## config.mk

```make
export PLATFORM = sky130hd
export DESIGN_NAME = ifetch_unit_flat
export DESIGN_NICKNAME = d
export VERILOG_FILES = /design/src/rtl/ifetch_unit_if.sv /design/src/rtl/ifetch_unit.sv /design/src/flat_wrapper.sv
export SDC_FILE = /design/constraint.sdc
export NUM_CORES = 1
export LEC_CHECK = 0
export CAP_MARGIN = 20
export CELL_PAD_IN_SITES_DETAIL_PLACEMENT = 0
export CELL_PAD_IN_SITES_GLOBAL_PLACEMENT = 1
export CORE_ASPECT_RATIO = 1.75
export CORE_UTILIZATION = 31
export CTS_CLUSTER_SIZE = 24
export DETAILED_ROUTE_END_ITERATION = 10
export GPL_TIMING_DRIVEN = 0
export PLACE_DENSITY_LB_ADDON = 0.08
export SLEW_MARGIN = 20
export SYNTH_ARGS = -nofsm -noshare
export SYNTH_HDL_FRONTEND = slang
export SYNTH_SLANG_ARGS = --single-unit
```

## constraint.sdc

```tcl
create_clock -name clk -period 2.2 [get_ports clk]
set_input_delay 0.55 -clock clk [delete_from_list [all_inputs] [get_ports clk]]
set_output_delay 0.55 -clock clk [all_outputs]
set_load 0.01 [all_outputs]
```

## src/rtl/ifetch_unit_if.sv

```systemverilog
// Instruction-memory bus between the fetch unit and instruction memory:
// one valid/ready request channel and one valid-only response channel.
interface ifetch_unit_if;
  logic        imem_req_valid;
  logic        imem_req_ready;
  logic [31:0] imem_req_addr;
  logic        imem_rsp_valid;
  logic [31:0] imem_rsp_data;

  // Fetch unit side: issues requests, receives responses.
  modport master (
    output imem_req_valid,
    output imem_req_addr,
    input  imem_req_ready,
    input  imem_rsp_valid,
    input  imem_rsp_data
  );

  // Memory side: accepts requests, returns instruction words.
  modport slave (
    input  imem_req_valid,
    input  imem_req_addr,
    output imem_req_ready,
    output imem_rsp_valid,
    output imem_rsp_data
  );
endinterface

```

## src/rtl/ifetch_unit.sv

```systemverilog
// Instruction fetch stage: owns the PC, keeps at most one memory request in
// flight, presents the fetched word with its PC downstream, and discards
// responses made stale by a branch/jump redirect.
module ifetch_unit #(
  parameter logic [31:0] RESET_PC = 32'h0000_0000,
  parameter int          PC_STEP  = 4
) (
  input  logic                clk,
  input  logic                rst,
  ifetch_unit_if.master       imem,
  input  logic                redirect_valid,
  input  logic [31:0]         redirect_pc,
  input  logic                stall,
  output logic                inst_valid,
  output logic [31:0]         inst,
  output logic [31:0]         inst_pc
);

  // Word alignment is enforced on every PC source so the request address is
  // always a legal word address.
  localparam logic [31:0] ALIGN_MASK   = 32'hFFFF_FFFC;
  localparam logic [31:0] RESET_PC_AL  = RESET_PC & ALIGN_MASK;
  localparam logic [31:0] PC_INC       = 32'(PC_STEP);

  typedef enum logic [2:0] {
    IDLE = 3'd0,
    REQ  = 3'd1,
    WAIT = 3'd2,
    OUT  = 3'd3,
    DROP = 3'd4
  } state_t;

  state_t      state_r;
  state_t      next_state_s;
  logic [31:0] pc_r;
  logic [31:0] pc_next_s;
  logic [31:0] inst_r;
  logic [31:0] inst_next_s;
  logic [31:0] inst_pc_r;
  logic [31:0] inst_pc_next_s;
  logic        inst_valid_r;
  logic        inst_valid_next_s;
  logic        req_valid_r;
  logic [31:0] redir_pc_s;

  assign redir_pc_s = redirect_pc & ALIGN_MASK;

  // Next-state, next-PC and output-register logic for the fetch FSM.
  always_comb begin
    next_state_s      = state_r;
    pc_next_s         = pc_r;
    inst_next_s       = inst_r;
    inst_pc_next_s    = inst_pc_r;
    inst_valid_next_s = inst_valid_r;

    case (state_r)
      IDLE: begin
        next_state_s = REQ;
      end

      REQ: begin
        if (imem.imem_req_ready) begin
          if (redirect_valid) begin
            // Request already accepted for the old PC: its response is stale.
            pc_next_s    = redir_pc_s;
            next_state_s = DROP;
          end else begin
            next_state_s = WAIT;
          end
        end else begin
          if (redirect_valid) begin
            // Not yet accepted, so the address may simply change under valid.
            pc_next_s = redir_pc_s;
          end else begin
            pc_next_s = pc_r;
          end
          next_state_s = REQ;
        end
      end

      WAIT: begin
        if (imem.imem_rsp_valid) begin
          if (redirect_valid) begin
            // Response and redirect together: data belongs to the old path.
            pc_next_s    = redir_pc_s;
            next_state_s = REQ;
          end else begin
            inst_next_s       = imem.imem_rsp_data;
            inst_pc_next_s    = pc_r;
            inst_valid_next_s = 1'b1;
            pc_next_s         = pc_r + PC_INC;
            next_state_s      = OUT;
          end
        end else begin
          if (redirect_valid) begin
            pc_next_s    = redir_pc_s;
            next_state_s = DROP;
          end else begin
            next_state_s = WAIT;
          end
        end
      end

      OUT: begin
        if (redirect_valid) begin
          // Redirect wins over stall: the held instruction is on a dead path.
          inst_valid_next_s = 1'b0;
          pc_next_s         = redir_pc_s;
          next_state_s      = REQ;
        end else if (!stall) begin
          inst_valid_next_s = 1'b0;
          next_state_s      = REQ;
        end else begin
          next_state_s = OUT;
        end
      end

      DROP: begin
        if (redirect_valid) begin
          pc_next_s = redir_pc_s;
        end else begin
          pc_next_s = pc_r;
        end
        if (imem.imem_rsp_valid) begin
          // Stale response swallowed; now free to issue the new address.
          next_state_s = REQ;
        end else begin
          next_state_s = DROP;
        end
      end

      default: begin
        next_state_s      = IDLE;
        inst_valid_next_s = 1'b0;
      end
    endcase
  end

  // State, PC and output registers with synchronous reset.
  always_ff @(posedge clk) begin
    if (rst) begin
      state_r      <= IDLE;
      pc_r         <= RESET_PC_AL;
      inst_r       <= 32'h0000_0000;
      inst_pc_r    <= 32'h0000_0000;
      inst_valid_r <= 1'b0;
      req_valid_r  <= 1'b0;
    end else begin
      state_r      <= next_state_s;
      pc_r         <= pc_next_s;
      inst_r       <= inst_next_s;
      inst_pc_r    <= inst_pc_next_s;
      inst_valid_r <= inst_valid_next_s;
      // Registered copy of (state == REQ) so the request valid is glitch-free.
      req_valid_r  <= (next_state_s == REQ);
    end
  end

  assign imem.imem_req_valid = req_valid_r;
  assign imem.imem_req_addr  = pc_r;
  assign inst_valid          = inst_valid_r;
  assign inst                = inst_r;
  assign inst_pc             = inst_pc_r;

endmodule

```

## src/flat_wrapper.sv

```systemverilog
// flat-port wrapper written by rule: the top's interface ports become plain ports
module ifetch_unit_flat 
#(
  parameter logic [31:0] RESET_PC = 32'h0000_0000,
  parameter int          PC_STEP  = 4
)
  (clk, rst, redirect_valid, redirect_pc, stall, inst_valid, inst, inst_pc, imem_imem_req_valid, imem_imem_req_addr, imem_imem_req_ready, imem_imem_rsp_valid, imem_imem_rsp_data);
  ifetch_unit_if imem_i ();
  input  logic clk;
  input  logic rst;
  input  logic redirect_valid;
  input  logic [31:0] redirect_pc;
  input  logic stall;
  output logic inst_valid;
  output logic [31:0] inst;
  output logic [31:0] inst_pc;
  output wire logic [$bits(imem_i.imem_req_valid)-1:0] imem_imem_req_valid;
  output wire logic [$bits(imem_i.imem_req_addr)-1:0] imem_imem_req_addr;
  input wire logic [$bits(imem_i.imem_req_ready)-1:0] imem_imem_req_ready;
  input wire logic [$bits(imem_i.imem_rsp_valid)-1:0] imem_imem_rsp_valid;
  input wire logic [$bits(imem_i.imem_rsp_data)-1:0] imem_imem_rsp_data;
  assign imem_imem_req_valid = imem_i.imem_req_valid;
  assign imem_imem_req_addr = imem_i.imem_req_addr;
  assign imem_i.imem_req_ready = imem_imem_req_ready;
  assign imem_i.imem_rsp_valid = imem_imem_rsp_valid;
  assign imem_i.imem_rsp_data = imem_imem_rsp_data;
  ifetch_unit #(.RESET_PC(RESET_PC), .PC_STEP(PC_STEP)) u_core (.clk(clk), .rst(rst), .imem(imem_i), .redirect_valid(redirect_valid), .redirect_pc(redirect_pc), .stall(stall), .inst_valid(inst_valid), .inst(inst), .inst_pc(inst_pc));
endmodule
```

Word level (Yosys, flattened, before mapping)
Index checks and enable logic that the tools add are counted.
{"block": "totals", "regBits": 101, "inputBits": 70, "output_inout_bits": 98, "word_cells": 40}
{"block": "op_classes", "addsub": 1, "eq_ne": 8, "muxes": 17, "bitwise_logic": 2, "reduce_logical": 6}
{"cell": "$mux 32", "n": 3}
{"cell": "$pmux 32 s2", "n": 1}
{"cell": "$add 32x3->32 const B", "n": 1}
{"cell": "$mux 3", "n": 5}
{"cell": "$pmux 3 s5", "n": 1}
{"cell": "$eq 3x1->1 const B", "n": 2}
{"cell": "$eq 3x2->1 const B", "n": 2}
{"cell": "$reduce_or 3->1", "n": 2}
{"cell": "$mux 1", "n": 4}
{"cell": "$mux 2", "n": 2}
{"cell": "$ne 2x2->1 const B", "n": 2}
{"cell": "$reduce_and 4->1", "n": 1}
{"cell": "$eq 3x3->1 const B", "n": 1}
{"cell": "$logic_not 3->1", "n": 1}
{"cell": "$ne 3x3->1 const B", "n": 1}
{"cell": "$pmux 1 s3", "n": 1}
{"cell": "$reduce_and 3->1", "n": 1}
{"cell": "$not 1->1", "n": 2}
{"cell": "$reduce_bool 2->1", "n": 1}

Longest topological paths before layout
Gate-level depths: netlist of the first run.
{"block": "logic_depth", "depth_word": 4, "mapped_depth": 8, "depth_no_buf": 6}

Worst setup path after synthesis of the first run
No wires, ideal clock.
{"block": "synth_timing", "path_kind": "register -> register", "start": "register u_core.pc_r[5] (netlist: u_core.imem.imem_req_addr[5])", "end": "register u_core.pc_r[13] (netlist: u_core.imem.imem_req_addr[13])", "setup_time_ns": 0.074, "arrival_time_ns": 1.928, "t_required_ns": 2.126, "path_slack_ns": 0.197, "stages_incl_launch_ff": 7, "n_path_buf": 1, "synth_period_minus_slack_ns": 2.003, "path_cell_list": "dfxtp_1 buf_2 and4_1 nand4_2 or3_4 or4_1 a31oi_1"}
{"block": "synth_between", "elab_chain_len": 4}
{"item": "start, declared", "line_no": "ifetch_unit.sv:35", "rtl": "logic [31:0] pc_r;"}
{"item": "start signal, assigned", "line_no": "ifetch_unit.sv:150", "rtl": "pc_r <= pc_next_s;"}
{"item": "$add 32x3->32", "line_no": "ifetch_unit.sv:91", "rtl": "pc_next_s = pc_r + PC_INC;"}
{"item": "$mux 32", "line_no": "ifetch_unit.sv:83", "rtl": "if (redirect_valid) begin"}
{"item": "$mux 32", "line_no": "ifetch_unit.sv:82", "rtl": "if (imem.imem_rsp_valid) begin"}
{"item": "$pmux 32 s2", "line_no": "ifetch_unit.sv:56", "rtl": "case (state_r)"}
No other way between the ends.
A chain may end at the register's enable or synchronous reset.

Worst setup path in the final report of the first run
{"block": "layout_timing", "start": "register u_core.state_r[0]", "end": "register u_core.pc_r[16] (netlist: u_core.imem.imem_req_addr[16])"}
{"block": "layout_between", "elab_chain_len": 3, "word_cells_on_any_way": 7, "cone_classes": "eq/ne: 4; mux: 1; reduce/logical: 2"}
{"item": "start, declared", "line_no": "ifetch_unit.sv:33", "rtl": "state_t state_r;"}
{"item": "start signal, assigned", "line_no": "ifetch_unit.sv:149", "rtl": "state_r <= next_state_s;"}
{"item": "$eq 3x1->1 (tied with other cells)", "line_no": "ifetch_unit.sv:56"}
{"item": "$reduce_or 3->1 (no line)"}
{"item": "$pmux 32 s2 or $reduce_bool 2->1 (tied branches)"}
Several ways; a longest one is shown, not always the timed one.

==> metrics, run 1 <==
run status=complete, no violations; primary flip-flop cell chosen by synthesis mapping=sky130_fd_sc_hd__dfxtp_1; endpoint required time on the critical path=2470 ps; Die Ht=162 µm; Die Footprint=15100 µm²; dominant delay contributor by cell family on the critical path=simple AND/OR/NAND/NOR gates; worst path buffer plus inverter count=3; cell mode on critical path=sky130_fd_sc_hd__buf_2; setup slack on the worst flop-to-flop path=80 ps; path depth of the worst reg2reg path=7; First DRT Iteration DRCs=309; CTS tree=built; slowest library cell on the worst path=sky130_fd_sc_hd__nor2_1; CP cell instances=buf_2 -> nor3_4 -> or2_2 -> clkbuf_2 -> buf_2 -> nor2_1 -> o2bb2ai_1; average size of a mapped cell=7.65 µm²; share of async-settable or async-resettable flops after synthesis=0; Post-Layout Inst Area=6810 µm²; maximum level of the CTS H-tree=3; area taken by flip-flops and latches=2030 µm²; initial core utilization=0.317; area of the core=14300 µm²; share of final-layout standard cells stronger than drive strength 1=0.0803; type of destination of the critical path=flip-flop; RSZ-0062 raised after global routing=no; TritonRoute pass-1 iters=4; cell internal pwr=0.00313 W; achievable clock frequency=471 MHz; routed vias=4992; setup violators final=0; synthesized instance count=593; maximum clock path buffer count=2; nature of the critical path startpoint=flip-flop; number of placement rows=58; number of antenna violations at the first check in global routing=0; total power density per cell area=623 nW/µm²; M2 GR Usage=0.413; routed wire length=16700 µm; number of standard cells in the layout, taps in and fillers out=952; routing usage on met3=0.0543; number of routed nets with antenna violations=0; max-cap check violation count=0; capturing point of the worst reg2reg path=u_core.imem.imem_req_addr[16]; CP Class=flip-flop to flip-flop; Global Route met1 Usage=0.247; clock power share=0.395; final hold vios=0; Chip Width=93.4 µm; Max Fanout on Critical Path=10; placed wire-length estimate after detailed placement=12400 µm; final worst-path setup slack=75.1 ps; number of antenna diodes=0; worst-skew pair later-pin latency=350 ps; Seq/Total Area, Yosys=0.446; DRC violations left=0; largest family of logic cells by synthesized area=simple AND/OR/NAND/NOR gates; wire per inst=17.5 µm; Filler Cells Inserted=1455; minimum setup slack after placement=-1040 ps; start point of the worst min-delay path=u_core.inst_pc[19]; weighted congestion reported at the end of routability-driven placement=0.825; Switching Share=0.263; Post-Synthesis Cell Area=4530 µm²; Psw=0.00111 W; Yosys reg bits=101; GR Util All Layers=0.225; worst hold path type=flip-flop to flip-flop; number of I/O pins=168; total placed instance area=6410 µm²; max incr delay on CP=390 ps; share of synthesized cell area in full adder, half adder and majority cells=0.00276; xor/xnor cell area share of the yosys netlist=0.00386; worst IR drop on VDD=0.000347 V; launch point of the worst reg-to-reg path=u_core.state_r[0]; TritonCTS Buffers=9; Mapped Nets=664; max_slew headroom=0.509; fin crit period=2120 ps; mux contribution to synthesized area=0.0177; clock sink count=101; CTS clk-pin slew, worst paths=70 ps; post-synthesis compound-gate area fraction=0.204; EDFF count, synth=0; distinct cell type count after synthesis=48; drt via density=5.24; sequential share of power=0.467; buffers added on ports=165; CTS root buf=sky130_fd_sc_hd__clkbuf_16; wire length of the first global-routing pass=26000 µm; grt total ovfl=0; Worst Clk Skew=10.1 ps; total placed cells including tap cells=938; YS warnings=0; simple-gate share of the synthesized area=0.282; Most Crowded Layer GR=met2; combinational cell fraction of total power=0.139; worst hold path stage count=2; number of nets at the end of the flow=838; maximum number of pins on one net before global-route repair=17; area of the multi-input gates=2360 µm²; Slew Limit Fails=0; aggregate negative setup slack=0 ps; static leakage power=2.26 nW; destination of the worst hold path=u_core.inst_pc[19]; share of the clock period used by the worst path=0.966; layout overhead on the synthesized area=50.2%; Final Core Density=0.476; slew at the pin closest to its max-slew limit=736 ps; Worst Path Arrival=2400 ps; number of global-route vias before repair=4797
[kinds of logic after synthesis]
group | after synthesis
simple gates | 272
compound gates | 157
flops | 101
buf+inv | 52
mux | 8
xor+xnor | 2
fa+ha+maj | 1
[cell type report]
cell class | count | area share
buffer | 43 | 0.0294
timing repair buffer | 166 | 0.244
sequential | 101 | 0.298
inverter | 6 | 0.00331
clock inverter | 4 | 0.00827
multi-input combinational | 440 | 0.347
clock buffer | 12 | 0.0377
tap | 180 | 0.0331
[power groups by stage]
| stage | combinational (W) | sequential [W] | clock, W |
|---|---|---|---|
| finish | 0.000589 | 0.00198 | 0.00167 |
| global placement | 0.000578 | 0.00201 | 0 |
| CTS | 0.000597 | 0.00197 | 0.00172 |
| floorplan | 0.000233 | 0.00201 | 0 |
| detailed placement | 0.000582 | 0.00201 | 0 |
| global route | 0.000632 | 0.00199 | 0.00180 |
[synthesized netlist by cell type (3+ instances only)]
cell type / instances / area share
sky130_fd_sc_hd__clkbuf_1: 40 / 0.033
sky130_fd_sc_hd__a21oi_1: 89 / 0.098
sky130_fd_sc_hd__nand4_1: 7 / 0.0097
sky130_fd_sc_hd__nor2b_1: 6 / 0.0083
sky130_fd_sc_hd__o311ai_0: 3 / 0.0058
sky130_fd_sc_hd__buf_2: 4 / 0.0044
sky130_fd_sc_hd__or2_2: 4 / 0.0055
sky130_fd_sc_hd__dfxtp_1: 101 / 0.45
sky130_fd_sc_hd__a22oi_1: 3 / 0.0050
sky130_fd_sc_hd__a31oi_1: 13 / 0.018
sky130_fd_sc_hd__nand2_1: 168 / 0.14
sky130_fd_sc_hd__o21a_1: 3 / 0.0050
sky130_fd_sc_hd__nor3_1: 17 / 0.019
sky130_fd_sc_hd__and4_1: 3 / 0.0058
sky130_fd_sc_hd__o21ai_0: 14 / 0.015
sky130_fd_sc_hd__mux2i_1: 8 / 0.018
sky130_fd_sc_hd__o22ai_1: 4 / 0.0055
sky130_fd_sc_hd__o2bb2ai_1: 4 / 0.0077
sky130_fd_sc_hd__nand3_1: 13 / 0.014
sky130_fd_sc_hd__nor2_1: 13 / 0.011
sky130_fd_sc_hd__or4_1: 7 / 0.012
sky130_fd_sc_hd__o211ai_1: 4 / 0.0066
sky130_fd_sc_hd__a211oi_1: 4 / 0.0066
sky130_fd_sc_hd__nand2b_1: 4 / 0.0055
sky130_fd_sc_hd__inv_1: 6 / 0.0050
sky130_fd_sc_hd__nor3b_1: 5 / 0.0083
sky130_fd_sc_hd__o41ai_1: 3 / 0.0058
sky130_fd_sc_hd__nor4_1: 4 / 0.0055
sky130_fd_sc_hd__o31ai_1: 4 / 0.0066
sky130_fd_sc_hd__and3_1: 10 / 0.014
[layer usage]
layer,wire length (µm),part of all wire
met1,6260,0.37
met2,8950,0.54
met3,1050,0.063
met4,435,0.026
met5,0,0
[layout by cell type, fill, tap and decap left out, types with 4 or more instances in the layout]
cell type and n:
sky130_fd_sc_hd__buf_2 8, sky130_fd_sc_hd__o31ai_1 4, sky130_fd_sc_hd__o22ai_1 4, sky130_fd_sc_hd__dfxtp_1 96, sky130_fd_sc_hd__clkbuf_1 19, sky130_fd_sc_hd__a211oi_1 4, sky130_fd_sc_hd__clkdlybuf4s50_1 163, sky130_fd_sc_hd__nor4_1 4
sky130_fd_sc_hd__or4_1 7, sky130_fd_sc_hd__dfxtp_2 5, sky130_fd_sc_hd__inv_1 6, sky130_fd_sc_hd__o211ai_1 4, sky130_fd_sc_hd__o2bb2ai_1 4, sky130_fd_sc_hd__o21ai_0 14, sky130_fd_sc_hd__nand2_1 166, sky130_fd_sc_hd__clkbuf_16 9
sky130_fd_sc_hd__nand2b_1 4, sky130_fd_sc_hd__a21oi_1 89, sky130_fd_sc_hd__nand4_1 7, sky130_fd_sc_hd__clkbuf_2 14, sky130_fd_sc_hd__mux2i_1 8, sky130_fd_sc_hd__nand3_1 12, sky130_fd_sc_hd__a31oi_1 13, sky130_fd_sc_hd__nor3_1 15
sky130_fd_sc_hd__nor2_1 12, sky130_fd_sc_hd__nor3b_1 5, sky130_fd_sc_hd__or2_2 4, sky130_fd_sc_hd__and3_1 10, sky130_fd_sc_hd__nor2b_1 6
[through the flow]
| step | total power, W | hold WS [ps] |
|---|---|---|
| 6_report | 0.00424 | 454 |
| 5_1_grt | 0.00442 | 474 |
| 4_1_cts | 0.00429 | 457 |
| 3_5_place_dp | 0.00259 | 446 |
| 3_3_place_gp | 0.00259 | 442 |
| 2_1_floorplan | 0.00224 | 481 |
[flip-flops by register name, summed over array words and instances, names as in the netlist]
signal	flops
u_core.inst	32
u_core.inst_pc	32
u_core.imem.imem_req_addr	32
u_core.state_r	3
u_core.inst_valid	1
u_core.imem.imem_req_valid	1
[worst reg2reg max path, stage by stage (launching register included)]
cell	delay [ps]
sky130_fd_sc_hd__dfxtp_1	360
sky130_fd_sc_hd__buf_2	240
sky130_fd_sc_hd__nor3_4	80
sky130_fd_sc_hd__or2_2	320
sky130_fd_sc_hd__clkbuf_2	220
sky130_fd_sc_hd__buf_2	260
sky130_fd_sc_hd__nor2_1	400
sky130_fd_sc_hd__o2bb2ai_1	170
[how the worst max path moves through the flow]
stage,startpoint,to,depth (start not counted)
floorplan,u_core.imem.imem_req_addr[5],u_core.imem.imem_req_addr[13],6
global placement,redirect_valid,u_core.imem.imem_req_addr[27],6
detailed placement,redirect_valid,u_core.imem.imem_req_addr[27],6
CTS,u_core.imem.imem_req_addr[6],u_core.imem.imem_req_addr[13],5
global route,u_core.state_r[0],u_core.imem.imem_req_addr[16],7
finish,u_core.state_r[0],u_core.imem.imem_req_addr[16],7
[what timing repair did]
action                                  CTS  global route
setup buffers                             1             0
hold buffers                              0             0
endpoints found under the setup margin   84            72
resized for setup                        29            19
pin swaps                                 1             1
No activity file was read; power rests on OpenSTA's default activity.
==> run 2, diff against run 1 <==
--- a/config.mk
+++ b/config.mk
@@ -5,6 +5,7 @@
 export SDC_FILE = /design/constraint.sdc
 export NUM_CORES = 1
 export LEC_CHECK = 0
+export ABC_CLOCK_PERIOD_IN_PS = 2200
 export CAP_MARGIN = 20
 export CELL_PAD_IN_SITES_DETAIL_PLACEMENT = 0
 export CELL_PAD_IN_SITES_GLOBAL_PLACEMENT = 1
@@ -13,7 +14,7 @@
 export CTS_CLUSTER_SIZE = 24
 export DETAILED_ROUTE_END_ITERATION = 10
 export GPL_TIMING_DRIVEN = 0
-export PLACE_DENSITY_LB_ADDON = 0.08
+export PLACE_DENSITY = 0.87
 export SLEW_MARGIN = 20
 export SYNTH_ARGS = -nofsm -noshare
 export SYNTH_HDL_FRONTEND = slang
==> run 2 against run 1 <==
  * Non-clock buffer count rose by 2
  * Highest routed layer unchanged
  * Hold slack about the same
  * Largest cell class unchanged
  * Clock skew is 4.7 ps lower
  * Fmax increased by 0.45%
  * Die area is the same
  * Register-to-register slack barely moved
  * Clock power rose by 8%
==> metrics, run 2 (synthesis gave the netlist of run 1 again) <==
final worst-path setup slack=84.5 ps; achievable clock frequency=473 MHz; hold_buf cts=0; overall power of the completed layout=0.00436 W; worst hold path type=flip-flop to flip-flop; clock sink count=101; max incr delay on CP=530 ps; Filler Cells Inserted=1424; CP Class=flip-flop to flip-flop; clock power share=0.412; area of the core=14300 µm²; worst IR drop on VDD=0.000376 V; commonest cells after routing, fill and taps aside=sky130_fd_sc_hd__nand2_1 (168), sky130_fd_sc_hd__clkdlybuf4s50_1 (163), sky130_fd_sc_hd__dfxtp_1 (95); Chip Width=93.4 µm; worst-skew pair later-pin latency=350 ps; combinational cell fraction of total power=0.135; setup violators final=0; static leakage power=2.26 nW; number of antenna violations at the first check in global routing=0; number of routed nets with antenna violations=0; CTS clk-pin slew, worst paths=70 ps; share of final-layout standard cells stronger than drive strength 1=0.0788; TritonRoute pass-1 iters=5; TritonCTS Buffers=9; final hold vios=0; type of destination of the critical path=flip-flop; endpoint required time on the critical path=2480 ps; DRC violations left=0; nature of the critical path startpoint=flip-flop; routed wire length=16800 µm; maximum level of the CTS H-tree=3; Die Ht=162 µm; minimum setup slack after placement=-906 ps; number of antenna diodes=0; share of the clock period used by the worst path=0.962; setup slack on the worst flop-to-flop path=80 ps; routed vias=5105; maximum clock path buffer count=2; Worst Path Arrival=2390 ps; grt total ovfl=0; maximum number of pins on one net before global-route repair=18; max_slew headroom=0.567; GR Util All Layers=0.218; CTS tree=built; layout overhead on the synthesized area=50.9%; CP cell instances=and4_4 -> and4_1 -> buf_2 -> nand2_1 -> or4_1 -> a31oi_1; Psw=0.00115 W; most common library cell in the layout ignoring fill and taps=sky130_fd_sc_hd__nand2_1; weighted congestion reported at the end of routability-driven placement=0.864; sequential share of power=0.454; run status=complete, no violations; drt via density=5.35; number of nets at the end of the flow=840; fin crit period=2120 ps; number of global-route vias before repair=4989; number of placement rows=58; cell internal pwr=0.00321 W; initial core utilization=0.317; slew at the pin closest to its max-slew limit=649 ps; Max Fanout on Critical Path=7; wire per inst=17.6 µm; slowest library cell on the worst path=sky130_fd_sc_hd__or4_1; wire length of the first global-routing pass=25500 µm; Die Footprint=15100 µm²; buffers added on ports=165; Switching Share=0.263; Slew Limit Fails=0; placed wire-length estimate after detailed placement=12400 µm; First DRT Iteration DRCs=316; number of I/O pins=168; CTS root buf=sky130_fd_sc_hd__clkbuf_16; total power density per cell area=638 nW/µm²; max-cap check violation count=0; Worst Clk Skew=5.37 ps
run 2: cell type report:
type	instances	area, µm²	area share
clock buffer	10	239	0.0349
multi-input combinational	440	2360	0.346
timing repair buffer	168	1670	0.244
buffer	43	195	0.0285
clock inverter	6	93.8	0.0137
inverter	6	22.5	0.00329
sequential	101	2030	0.297
tap	180	225	0.0329
run 2: stage by stage:
stage               cells  hold WS, ps  cell area (µm²)  utilization  TNS (ps)
floorplan             593          481             4530            -         0
global placement      938          441             6410        0.448    -60860
detailed placement    938          448             6410        0.448    -63440
CTS                   956          458             6810        0.477         0
global route          954          474             6840        0.479     -28.9
finish                954          454             6840        0.479         0
run 2: per-layer routing:
metal	up-vias	global-route usage	part of all wire
met5	-	0	0
met4	0	0.124	0.038
met3	47	0.0398	0.061
met2	233	0.407	0.54
met1	2394	0.222	0.36
li1	2431	-	-
run 2: worst paths after layout:
path / startpoint / endpoint / cells after the start
max: u_core.imem.imem_req_addr[6] / u_core.imem.imem_req_addr[18] / 6
min: u_core.inst[6] / u_core.inst[6] / 2
max reg2reg: u_core.imem.imem_req_addr[6] / u_core.imem.imem_req_addr[18] / 6
min reg2reg: u_core.inst[6] / u_core.inst[6] / 2
run 2: power by group through the flow:
stage / clock network, W / registers, W / logic, W
4_1_cts: 0.00182 / 0.00197 / 0.000587
3_5_place_dp: 0 / 0.00201 / 0.000576
2_1_floorplan: 0 / 0.00201 / 0.000233
3_3_place_gp: 0 / 0.00201 / 0.000567
6_report: 0.00180 / 0.00198 / 0.000588
5_1_grt: 0.00188 / 0.00199 / 0.000628
run 2: worst max-delay path, delay by kind of cell (launching register included):
kind / cells / cell delay [ps]
buffers and inverters: 1 / 190
flip-flops: 1 / 480
AO/OA/AOI/OAI: 1 / 160
AND/OR/NAND/NOR: 4 / 1220
run 2: timing repair:
| action | in CTS | in global routing |
|---|---|---|
| buffers inserted | 2 | 1 |
| endpoints found under the setup margin | 83 | 13 |
| resized for setup | 28 | 11 |
| pin swaps | 1 | 2 |
==> run 3, diff against run 2 <==
--- a/config.mk
+++ b/config.mk
@@ -9,7 +9,7 @@
 export CAP_MARGIN = 20
 export CELL_PAD_IN_SITES_DETAIL_PLACEMENT = 0
 export CELL_PAD_IN_SITES_GLOBAL_PLACEMENT = 1
-export CORE_ASPECT_RATIO = 1.75
+export CORE_ASPECT_RATIO = 0.6
 export CORE_UTILIZATION = 31
 export CTS_CLUSTER_SIZE = 24
 export DETAILED_ROUTE_END_ITERATION = 10
==> run 3 against run 2 <==
  * Worst setup slack got worse by 18 ps
  * Highest routed layer unchanged
  * Non-clock buffer count decreased by 2
  * Critical path depth up 1
  * Flip-flop and latch count is the same
  * Sequential share of layout area is 0.19 points higher
  * Wire length grew 3.1%
==> metrics, run 3 (synthesis gave the netlist of run 1 again) <==
nature of the critical path startpoint=flip-flop; GR Util All Layers=0.230; First DRT Iteration DRCs=498; wire per inst=17.9 µm; maximum clock path buffer count=2; max-cap check violation count=0; max incr delay on CP=550 ps; Chip Width=158 µm; routed vias=5128; worst hold path stage count=2; achievable clock frequency=469 MHz; Die Footprint=15100 µm²; launch point of the worst reg-to-reg path=u_core.imem.imem_req_addr[5]; slew at the pin closest to its max-slew limit=702 ps; drt via density=5.32; worst hold path type=flip-flop to flip-flop; endpoint required time on the critical path=2470 ps; most common library cell in the layout ignoring fill and taps=sky130_fd_sc_hd__nand2_1; type of destination of the critical path=flip-flop; dominant delay contributor by cell family on the critical path=simple AND/OR/NAND/NOR gates; destination of the worst hold path=u_core.inst[25]; placed wire-length estimate after detailed placement=13100 µm; path depth of the worst reg2reg path=7; fin crit period=2130 ps; Slew Limit Fails=0; CTS tree=built; layout overhead on the synthesized area=50.3%; number of nets at the end of the flow=838; static leakage power=2.24 nW; setup slack on the worst flop-to-flop path=70 ps; clock sink count=101; number of antenna diodes=0; commonest cells after routing, fill and taps aside=sky130_fd_sc_hd__nand2_1 (168), sky130_fd_sc_hd__clkdlybuf4s50_1 (163), sky130_fd_sc_hd__dfxtp_1 (91); slowest library cell on the worst path=sky130_fd_sc_hd__or4_1; grt total ovfl=0; hold_buf cts=0; TritonRoute pass-1 iters=5; number of global-route vias before repair=4627; Filler Cells Inserted=1383; Final Core Density=0.488; total stage count of the critical path=7; share of final-layout standard cells stronger than drive strength 1=0.0855; max_slew headroom=0.532; total power density per cell area=610 nW/µm²; Die Ht=95.7 µm; minimum setup slack after placement=-959 ps; number of antenna violations at the first check in global routing=0; number of placement rows=33; area of the core=14000 µm²; worst-skew pair later-pin latency=350 ps; wire length of the first global-routing pass=25900 µm; buffers added on ports=165; TritonCTS Buffers=9; worst path buffer plus inverter count=2; weighted congestion reported at the end of routability-driven placement=0.924; routed wire length=17300 µm; number of I/O pins=168; number of routed nets with antenna violations=0; CP cell instances=clkbuf_4 -> and4_4 -> and4_1 -> buf_2 -> nand2_1 -> or4_1 -> a31oi_1; final hold vios=0; run status=complete, no violations; setup violators final=0; CTS clk-pin slew, worst paths=70 ps; CP Class=flip-flop to flip-flop; DRC violations left=0; Max Fanout on Critical Path=8; final worst-path setup slack=66.9 ps; Worst Path Arrival=2400 ps; worst IR drop on VDD=0.000362 V; share of the clock period used by the worst path=0.970; Worst Clk Skew=8.93 ps; RSZ-0062 raised after global routing=no; capturing point of the worst reg2reg path=u_core.imem.imem_req_addr[18]; CTS root buf=sky130_fd_sc_hd__clkbuf_16; maximum level of the CTS H-tree=3; initial core utilization=0.325; maximum number of pins on one net before global-route repair=19; start point of the worst min-delay path=u_core.inst[25]
## run 3: final cells by class
| cell class | instances | area, µm² | share of cell area |
|---|---|---|---|
| plain buffers | 43 | 196 | 0.0288 |
| clock buffers | 10 | 239 | 0.0351 |
| clock inverters | 6 | 53.8 | 0.00789 |
| inverters | 6 | 22.5 | 0.00330 |
| multi-input cells | 440 | 2370 | 0.348 |
| flip-flops and latches | 101 | 2030 | 0.299 |
| well taps | 192 | 240 | 0.0352 |
| repair buffers | 166 | 1660 | 0.243 |
## run 3: per-stage QoR
stage | area [µm²] | total power [W] | cells | TNS, ps | hold WS, ps
2_1_floorplan | 4530 | 0.00224 | 593 | 0 | 481
3_3_place_gp | 6430 | 0.00259 | 950 | -62470 | 442
3_5_place_dp | 6430 | 0.00260 | 950 | -64130 | 448
4_1_cts | 6790 | 0.00418 | 967 | 0 | 458
5_1_grt | 6820 | 0.00432 | 964 | 0 | 474
6_report | 6820 | 0.00416 | 964 | 0 | 455
## run 3: worst reg2reg max path: stages, from the launching register on
cell                       delay (ps)
sky130_fd_sc_hd__dfxtp_1          330
sky130_fd_sc_hd__clkbuf_4         180
sky130_fd_sc_hd__and4_4           270
sky130_fd_sc_hd__and4_1           180
sky130_fd_sc_hd__buf_2            180
sky130_fd_sc_hd__nand2_1          180
sky130_fd_sc_hd__or4_1            550
sky130_fd_sc_hd__a31oi_1          200
## run 3: report_power, final
| group | switching (W) | leakage, nW | internal (W) |
|---|---|---|---|
| sequential | 0.000106 | 0.823 | 0.00188 |
| clock | 0.000754 | 0.142 | 0.000819 |
| combinational | 0.000303 | 1.28 | 0.000292 |
| total | 0.00116 | 2.24 | 0.00299 |
## run 3: worst max path at each step
| stage | start | to | slack, ps |
|---|---|---|---|
| floorplan | u_core.imem.imem_req_addr[5] | u_core.imem.imem_req_addr[13] | 200 |
| global placement | redirect_valid | u_core.imem.imem_req_addr[29] | -960 |
| detailed placement | redirect_valid | u_core.imem.imem_req_addr[29] | -960 |
| CTS | u_core.imem.imem_req_addr[7] | u_core.imem.imem_req_addr[13] | 1 |
| global route | imem_imem_rsp_valid | u_core.inst_pc[16] | 9 |
| finish | u_core.imem.imem_req_addr[5] | u_core.imem.imem_req_addr[18] | 70 |
## run 3: metal layers
layer / part of all wire / up-vias / GRT usage
met1: 0.48 / 2415 / 0.335
li1: - / 2434 / -
met5: 0 / - / 0
met2: 0.41 / 260 / 0.337
met4: 0.0099 / 0 / 0.0513
met3: 0.097 / 19 / 0.0550
## run 3: what timing repair did
action / 4_1_cts / 5_1_grt
pin swaps: 1 / 1
setup endpoints to repair: 85 / 27
resized for setup: 28 / 22
endpoints found under the hold margin: 0 / 0
buffers inserted: 1 / 0
